### config.mk
export PLATFORM = sky130hd
export DESIGN_NAME = mem_sequencer_flat
export DESIGN_NICKNAME = d
export VERILOG_FILES = /design/src/rtl/mem_sequencer_if.sv /design/src/rtl/mem_sequencer.sv /design/src/flat_wrapper.sv
export SDC_FILE = /design/constraint.sdc
export NUM_CORES = 1
export LEC_CHECK = 0
export CAP_MARGIN = 25
export CORE_UTILIZATION = 46
export DETAILED_ROUTE_END_ITERATION = 12
export PLACE_DENSITY = 0.84
export SETUP_SLACK_MARGIN = 0.2
export SLEW_MARGIN = 0
export SYNTH_ARGS = -nofsm -noshare
export SYNTH_HDL_FRONTEND = slang
export SYNTH_SLANG_ARGS = --single-unit
### constraint.sdc
create_clock -name clk -period 3 [get_ports clk]
set_clock_uncertainty 0.2 [all_clocks]
set_input_delay 0.6 -clock clk [delete_from_list [all_inputs] [get_ports clk]]
set_output_delay 0.6 -clock clk [all_outputs]
set_load 0.03 [all_outputs]
### src/rtl/mem_sequencer_if.sv
// mem_sequencer_if: request, completion and memory-side signals of the memory sequencer.
// Latency: none, wiring only.
// Backpressure: level requests held until done; memory stalls the sequencer through memReady.
interface mem_sequencer_if;
  // requester side
  logic       fetchReq;
  logic [7:0] fetchAddr;
  logic       dataReq;
  logic       dataWe;
  logic [7:0] dataAddr;
  logic [7:0] dataWrVal;
  logic       fetchDone;
  logic [7:0] fetchVal;
  logic       dataDone;
  logic [7:0] dataRdVal;
  logic       busy;
  logic       err;
  // memory side
  logic       memReady;
  logic [7:0] memRdVal;
  logic [7:0] memAddr;
  logic [7:0] memWrVal;
  logic       memRd;
  logic       memWr;

  // sequencer view
  modport slave (
    input  fetchReq, fetchAddr, dataReq, dataWe, dataAddr, dataWrVal,
    input  memReady, memRdVal,
    output memAddr, memWrVal, memRd, memWr,
    output fetchDone, fetchVal, dataDone, dataRdVal, busy, err
  );

  // requester/memory environment view
  modport master (
    output fetchReq, fetchAddr, dataReq, dataWe, dataAddr, dataWrVal,
    output memReady, memRdVal,
    input  memAddr, memWrVal, memRd, memWr,
    input  fetchDone, fetchVal, dataDone, dataRdVal, busy, err
  );
endinterface

### src/rtl/mem_sequencer.sv
// mem_sequencer: round-robin arbiter/sequencer of fetch and load/store onto one memory port.
// Latency: 2 cycles request-sampled to done pulse with memReady on the first access cycle.
// Backpressure: requests are level-held until done; memReady stalls, bounded by TIMEOUT.
module mem_sequencer #(
  parameter int unsigned TIMEOUT = 15
) (
  input logic            clk,
  input logic            rst,
  mem_sequencer_if.slave bus
);

  typedef enum logic [1:0] {
    IDLE   = 2'd0,
    ACCESS = 2'd1,
    DONE   = 2'd2
  } state_t;

  // everything the access needs, frozen at grant time so requester
  // inputs may wander while the access is in flight
  typedef struct packed {
    logic       is_fetch;
    logic       we;
    logic [7:0] addr;
    logic [7:0] wval;
  } req_t;

  // counter value seen on the last allowed ACCESS cycle
  localparam logic [7:0] CNT_LAST = 8'(TIMEOUT - 1);

  state_t     state;
  state_t     state_nxt;

  req_t       grant_req;
  logic       grant_vld;
  logic       grant_fetch;
  req_t       cur_req;
  logic       last_fetch;   // 1: fetch was granted last, 0: data was

  logic [7:0] cnt;
  logic       mem_hit;
  logic       time_out;
  logic       finish;
  logic [7:0] cap_val;

  logic [7:0] fetch_val_q;
  logic [7:0] data_val_q;
  logic       err_q;

  // arbitration: single requester wins outright, a tie goes to the one not granted last
  always_comb begin
    grant_vld          = bus.fetchReq | bus.dataReq;
    grant_fetch        = bus.fetchReq & (~bus.dataReq | ~last_fetch);
    grant_req.is_fetch = grant_fetch;
    grant_req.we       = ~grant_fetch & bus.dataWe;
    grant_req.addr     = grant_fetch ? bus.fetchAddr : bus.dataAddr;
    grant_req.wval     = grant_fetch ? 8'h00 : bus.dataWrVal;
  end

  // access termination: memory answer wins over a timeout landing on the same cycle
  always_comb begin
    mem_hit  = (state == ACCESS) & bus.memReady;
    time_out = (state == ACCESS) & ~bus.memReady & (cnt == CNT_LAST);
    finish   = mem_hit | time_out;
    cap_val  = mem_hit ? bus.memRdVal : 8'h00;
  end

  // state register
  always_ff @(posedge clk) begin
    if (!rst) begin
      state <= IDLE;
    end else begin
      state <= state_nxt;
    end
  end

  // next-state logic; requests only matter in IDLE, memReady only in ACCESS
  always_comb begin
    state_nxt = state;
    unique case (state)
      IDLE:    if (grant_vld) state_nxt = ACCESS;
      ACCESS:  if (finish)    state_nxt = DONE;
      DONE:    state_nxt = IDLE;
      default: state_nxt = IDLE;
    endcase
  end

  // grant latch, access-cycle counter, result capture and sticky error
  always_ff @(posedge clk) begin
    if (!rst) begin
      cur_req     <= '0;
      last_fetch  <= 1'b0;
      cnt         <= 8'h00;
      fetch_val_q <= 8'h00;
      data_val_q  <= 8'h00;
      err_q       <= 1'b0;
    end else begin
      if (state == IDLE && grant_vld) begin
        cur_req    <= grant_req;
        last_fetch <= grant_fetch;
        cnt        <= 8'h00;
      end
      if (state == ACCESS) begin
        cnt <= cnt + 8'd1;
      end
      if (finish && !cur_req.we) begin
        if (cur_req.is_fetch) begin
          fetch_val_q <= cap_val;
        end else begin
          data_val_q <= cap_val;
        end
      end
      if (time_out) begin
        err_q <= 1'b1;
      end
    end
  end

  // memory strobes exist only in ACCESS; done pulses only in DONE
  always_comb begin
    bus.memAddr   = cur_req.addr;
    bus.memWrVal  = cur_req.wval;
    bus.memRd     = (state == ACCESS) & ~cur_req.we;
    bus.memWr     = (state == ACCESS) &  cur_req.we;
    bus.fetchDone = (state == DONE) &  cur_req.is_fetch;
    bus.dataDone  = (state == DONE) & ~cur_req.is_fetch;
    bus.fetchVal  = fetch_val_q;
    bus.dataRdVal = data_val_q;
    bus.busy      = (state != IDLE);
    bus.err       = err_q;
  end

endmodule

### src/flat_wrapper.sv
// flat-port wrapper written by rule: the top's interface ports become plain ports
module mem_sequencer_flat 
#(
  parameter int unsigned TIMEOUT = 15
)
  (clk, rst, bus_fetchReq, bus_fetchAddr, bus_dataReq, bus_dataWe, bus_dataAddr, bus_dataWrVal, bus_memReady, bus_memRdVal, bus_memAddr, bus_memWrVal, bus_memRd, bus_memWr, bus_fetchDone, bus_fetchVal, bus_dataDone, bus_dataRdVal, bus_busy, bus_err);
  mem_sequencer_if bus_i ();
  input logic clk;
  input logic rst;
  input wire logic [$bits(bus_i.fetchReq)-1:0] bus_fetchReq;
  input wire logic [$bits(bus_i.fetchAddr)-1:0] bus_fetchAddr;
  input wire logic [$bits(bus_i.dataReq)-1:0] bus_dataReq;
  input wire logic [$bits(bus_i.dataWe)-1:0] bus_dataWe;
  input wire logic [$bits(bus_i.dataAddr)-1:0] bus_dataAddr;
  input wire logic [$bits(bus_i.dataWrVal)-1:0] bus_dataWrVal;
  input wire logic [$bits(bus_i.memReady)-1:0] bus_memReady;
  input wire logic [$bits(bus_i.memRdVal)-1:0] bus_memRdVal;
  output wire logic [$bits(bus_i.memAddr)-1:0] bus_memAddr;
  output wire logic [$bits(bus_i.memWrVal)-1:0] bus_memWrVal;
  output wire logic [$bits(bus_i.memRd)-1:0] bus_memRd;
  output wire logic [$bits(bus_i.memWr)-1:0] bus_memWr;
  output wire logic [$bits(bus_i.fetchDone)-1:0] bus_fetchDone;
  output wire logic [$bits(bus_i.fetchVal)-1:0] bus_fetchVal;
  output wire logic [$bits(bus_i.dataDone)-1:0] bus_dataDone;
  output wire logic [$bits(bus_i.dataRdVal)-1:0] bus_dataRdVal;
  output wire logic [$bits(bus_i.busy)-1:0] bus_busy;
  output wire logic [$bits(bus_i.err)-1:0] bus_err;
  assign bus_i.fetchReq = bus_fetchReq;
  assign bus_i.fetchAddr = bus_fetchAddr;
  assign bus_i.dataReq = bus_dataReq;
  assign bus_i.dataWe = bus_dataWe;
  assign bus_i.dataAddr = bus_dataAddr;
  assign bus_i.dataWrVal = bus_dataWrVal;
  assign bus_i.memReady = bus_memReady;
  assign bus_i.memRdVal = bus_memRdVal;
  assign bus_memAddr = bus_i.memAddr;
  assign bus_memWrVal = bus_i.memWrVal;
  assign bus_memRd = bus_i.memRd;
  assign bus_memWr = bus_i.memWr;
  assign bus_fetchDone = bus_i.fetchDone;
  assign bus_fetchVal = bus_i.fetchVal;
  assign bus_dataDone = bus_i.dataDone;
  assign bus_dataRdVal = bus_i.dataRdVal;
  assign bus_busy = bus_i.busy;
  assign bus_err = bus_i.err;
  mem_sequencer #(.TIMEOUT(TIMEOUT)) u_core (.clk(clk), .rst(rst), .bus(bus_i));
endmodule
After elaboration in Yosys (flattened, before gate mapping) --
Cells that the tools add are included.
Word-level totals: output and inout port bits 38, logic and storage cells 49, register bits 45
Operators by class: equal/unequal tests 5, bitwise logic cells 17, add/sub/neg operators 1, reduce and logical (&&, ||, !) cells 9, muxes and demuxes 8
Operators with widths (number):
- $mux 8 | 5
- $and 1x1->1 | 9
- $add 8x1->8 const B | 1
- $eq 8x4->1 const B | 1
- $reduce_and 2->1 | 3
- $not 1->1 | 5
- $mux 2 | 2
- $ne 2x1->1 const B | 2
- $pmux 2 s2 | 1
- $reduce_bool 2->1 | 2
- $or 1x1->1 | 3
- $eq 2x1->1 const B | 1
- $eq 2x2->1 const B | 1
- $logic_and 1x1->1 | 2
- $logic_not 2->1 | 1
- $logic_not 1->1 | 1

Logic depth before layout (Yosys ltp) --
Gate-level depths: netlist of the first run.
depth after elaboration 6, mapped depth 6, gate-level depth less buffers 5

Worst setup path before layout of the first run --
No wires, ideal clock.
kind register -> register, from reg u_core.state[0], to reg u_core.data_val_q[0], in the netlist u_core.bus.dataRdVal[0], arrival time 1895 ps, cell stages (with the launch flop) 5, buffers on the path 0, setup slack 788 ps, cells stage by stage dfxtp_1 nor3b_1 nor2_1 a221o_2 a22o_1
On the way: longest elaborated chain between the ends 6
Ends and longest elaborated chain:
- start: declaration | line mem_sequencer.sv:30 | state_t state;
- start signal: assignment | line mem_sequencer.sv:72 | state <= state_nxt;
- $eq 2x1->1 * | line mem_sequencer.sv:61, mem_sequencer.sv:62
- $and 1x1->1 (2 in series) | line mem_sequencer.sv:62 | time_out = (state == ACCESS) & ~bus.memReady & (cnt == CNT_LAST);
- $or 1x1->1 | line mem_sequencer.sv:63 | finish = mem_hit | time_out;
- $logic_and 1x1->1 | line mem_sequencer.sv:105 | if (finish && !cur_req.we) begin
- $reduce_and 2->1 (no source line)
- end signal: assignment | line mem_sequencer.sv:109 | data_val_q <= cap_val;
- end: declaration | line mem_sequencer.sv:46 | logic [7:0] data_val_q;
Mark *: on every way between the ends. The rest lies on a longest branch, timed or not. A chain may end at the register's enable or synchronous reset.

Worst setup path after layout of the first run --
from reg u_core.state[0], to out bus_busy
On the way: longest elaborated chain between the ends 1
Ends and longest elaborated chain:
- $reduce_bool 2->1 | line mem_sequencer.sv:128 | bus.busy = (state != IDLE);
- end: declaration | line flat_wrapper.sv:26 | output wire logic [$bits(bus_i.busy)-1:0] bus_busy;
No other way between the ends.

==> results.md, run 1 <==
- Status: complete, no violations
- Placed cell areas: 0.00258 mm2
- Pins Over Slew Limit: 0
- Clock Sinks: 45
- Hold buffers post-CTS: 0
- Via count: 1669
- Worst r2r path cells: 4
- Grt ovf: 0
- Drt first pass iters: 4
- GRT Total Usage: 21.1%
- Hold Startpoint: u_core.bus.err$_SDFFE_PN0P_
- Post-route ant nets: 0
- DIE AREA: 0.00442 mm2
- Worst Hold End: u_core.bus.err$_SDFFE_PN0P_
- Sequential share of power: 43.3%
- Synth cell types: 38
- PortBufs: 75
- Die height: 66.5 um
- Comb pwr share: 20.1%
- TritonCTS Buffers: 5
- Total power draw: 1.51 mW
- Routed len/inst: 14.1 um
- Combined area of all synthesized cells: 0.00191 mm2
- Slack of the worst reg-to-reg path: 1.09 ns
- #FFs+latches synth: 45
- RR Startpoint: u_core.state[1]$_SDFFE_PN0P_
- Pwr/cell area: 554 mW/mm2
- Slew Limit Headroom: 57.9%
- Finished Layout Cells: 310
- DP Worst Slack: 0.541 ns
- Yosys warns: 0
- Post-layout util: 68.0%
- H-tree Lvls: 2
- Leakage: 1.05 nW
- Drt total wl: 4380 um
- Post-synthesis sequential area ratio: 47.1%
- Final Net Count: 299
- Clock Power Share: 36.5%
- Syn nets: 240
- Initial core utilization: 47.9%
- Fillers: 310
- Min Tclk post-route: 2.68 ns
- Worst-Margin Slew: 0.631 ns
- Mapped Avg Cell Area: 9.57 um2
- Crit. End Element: output pin
- Critical R2R Capture: u_core.bus.memAddr[1]$_SDFFE_PN0P_
- Final worst slack: 0.323 ns
- Placed cells: 302
- Die X: 66.5 um
- Crit path kind: reg -> out
- P&R area growth vs syn: 42.1%
- Share of cells above drive strength 1: 8.46%
- Max-cap violations: 0
- Initial antenna violation count: 0
- Worst Setup Start Kind: flip-flop
- Hold crit path type: reg -> reg
- Final Hold Fails: 0
- Post-route cell area: 0.00272 mm2
- DRT iter0 DRCs: 94
- Sw Share: 26.6%
- Required @ worst endpoint: 2.20 ns
- Bufs on Longest Clock Path: 2
- RSZ-0062 raised after global routing: false
- Postcts setup bufs: 0
- Hold Worst Slack: 0.278 ns
- Worst Hold Depth: 1
- Antenna diodes: 0
- CTS tree: done
- Clk root buf: clkbuf_8
- Drc violations: 0
- Post-Syn Instances: 200
- Max VDD drop: 0.336 mV
- Placer's final routability congestion estimate: 0.869
- Worst path slowest cell: clkdlybuf4s50_1
- First-pass GRT wire length: 6900 um
- Worst skew pair latency: 0.30 ns
- WP data arrival: 1.88 ns
- Critical path cell sequence: or2_0 > clkdlybuf4s50_1
- Switching power: 0.401 mW
- Worst-path clk slew: 0.09 ns
- Number of vias per cell: 5.38
- Final critical-path share of the clock period: 89.2%
- Placement Rows: 23
- DP Wirelength: 3080 um
- Core area: 0.00400 mm2
- Vias in the first global route: 1490
- Top Ports: 76
- Highest achievable clock rate: 374 MHz
- Final Setup Violations: 0
- Setup TNS: 0 ns
- Post-CTS Resized: 0
- Max stage delay on crit path: 0.76 ns
- Critical path peak fanout: 6
- Largest net degree at the start of global routing: 19
- Int Power: 1.11 mW
[power groups by stage]
stage          registers, mW  logic, mW  clock network, mW
2_1_floorplan          0.681      0.176                  0
3_3_place_gp           0.665      0.298                  0
3_5_place_dp           0.666      0.302                  0
4_1_cts                0.653      0.306              0.556
5_1_grt                0.657      0.329              0.581
6_report               0.653      0.304              0.551
[flip-flops by register name, indices dropped and copies added, names as in the netlist]
signal / flops
u_core.bus.dataRdVal: 8
u_core.bus.fetchVal: 8
u_core.bus.memAddr: 8
u_core.bus.memWrVal: 8
u_core.cnt: 8
u_core.state: 2
u_core.bus.err: 1
u_core.cur_req: 1
u_core.last_fetch: 1
[worst max-delay path, delay by kind of cell (launching register included)]
family | cells | cell delay, ns
buffers and inverters | 1 | 0.76
flip-flops | 1 | 0.40
AND/OR/NAND/NOR | 1 | 0.41
[layer usage]
layer | share of wire [%] | vias to the layer above | global-route usage [%]
met2 | 49 | 64 | 35.8
li1 | - | 828 | -
met3 | 8.1 | 8 | 5.14
met5 | 0 | - | 0
met4 | 1.5 | 0 | 8.78
met1 | 42 | 769 | 25.3
[cells in the final DEF (no fill, tap or decap), types with 2 or more instances in the layout]
master / synthesis / routed
inv_1: 2 / 2
nand4_1: 2 / 2
mux2i_1: 8 / 8
nor3_1: 2 / 2
nor2b_1: 2 / 2
clkbuf_8: 0 / 5
a22oi_1: 9 / 9
a21oi_1: 16 / 16
o21a_1: 3 / 3
dfxtp_1: 45 / 45
a221o_2: 2 / 2
buf_4: 18 / 4
a22o_1: 16 / 16
nand3_1: 3 / 3
clkdlybuf4s50_1: 0 / 75
nor2_1: 23 / 23
o21ai_0: 13 / 13
and4_2: 2 / 2
bufinv_16: 0 / 2
ha_1: 2 / 2
nand2_1: 3 / 3
nor3b_1: 3 / 3
[layout make-up]
type	instances	area [um2]	share of cell area, %
clock inverters	3	68.8	2.53
inverters	3	11.3	0.414
flip-flops and latches	45	901	33.1
multi-input cells	125	827	30.4
repair buffers	79	781	28.7
clock buffers	5	68.8	2.53
well taps	50	62.6	2.30
[synth_stat cells]
master | count | area [um2]
nor2b_1 | 2 | 12.5
a221o_2 | 2 | 22.5
or4_1 | 1 | 7.51
and2_1 | 1 | 6.26
o311ai_0 | 1 | 8.76
mux2_2 | 1 | 11.3
or2_0 | 1 | 6.26
clkbuf_1 | 4 | 15.0
a21boi_1 | 1 | 7.51
o211a_1 | 1 | 10.0
nor3b_1 | 3 | 22.5
nor2_1 | 23 | 86.3
inv_1 | 2 | 7.51
buf_4 | 18 | 135
nand3_1 | 3 | 15.0
a31oi_1 | 1 | 6.26
nand4_1 | 2 | 12.5
dfxtp_1 | 45 | 901
nand2b_1 | 1 | 6.26
nand2_1 | 3 | 11.3
a21oi_1 | 16 | 80.1
o21a_1 | 3 | 22.5
nor4_2 | 1 | 12.5
and4_2 | 2 | 20.0
inv_2 | 1 | 3.75
a22oi_1 | 9 | 67.6
mux2i_1 | 8 | 80.1
and4_1 | 1 | 8.76
nor2_2 | 1 | 6.26
ha_1 | 2 | 25.0
buf_2 | 5 | 25.0
nor3_4 | 1 | 16.3
and2_2 | 1 | 7.51
or2_1 | 1 | 6.26
a22o_1 | 16 | 140
o21ai_0 | 13 | 65.1
and3_1 | 1 | 6.26
nor3_1 | 2 | 10.0
[worst max-delay path by stage]
stage	startpoint	endpoint	cells past startpoint
detailed placement	bus_dataReq	u_core.cnt[6]$_SDFFE_PN0P_	5
CTS	u_core.state[0]$_SDFFE_PN0P_	bus_busy	2
floorplan	u_core.state[0]$_SDFFE_PN0P_	u_core.bus.dataRdVal[0]$_SDFFE_PN0P_	4
global route	u_core.state[0]$_SDFFE_PN0P_	bus_busy	2
global placement	bus_dataReq	u_core.cnt[6]$_SDFFE_PN0P_	5
finish	u_core.state[0]$_SDFFE_PN0P_	bus_busy	2
[kinds of logic after synthesis]
logic type               count (synthesis)  share of synthesized area, %
flip-flops                              45                          47.1
AND/OR/NAND/NOR                         51                          14.6
buffers and inverters                   30                          9.74
adder cells (fa/ha/maj)                  2                          1.31
AO/OA/AOI/OAI                           63                          22.5
multiplexers                             9                          4.77
No activity file was read; power rests on OpenSTA's default activity.
==> run 2, diff against run 1 <==
--- a/config.mk
+++ b/config.mk
@@ -7,6 +7,7 @@
 export LEC_CHECK = 0
 export CAP_MARGIN = 25
 export CORE_UTILIZATION = 46
+export CTS_CLUSTER_SIZE = 12
 export DETAILED_ROUTE_END_ITERATION = 12
 export PLACE_DENSITY = 0.84
 export SETUP_SLACK_MARGIN = 0.2
==> results of run 2 <==
The final DEF is identical to that of run 1; final timing and power are the same.
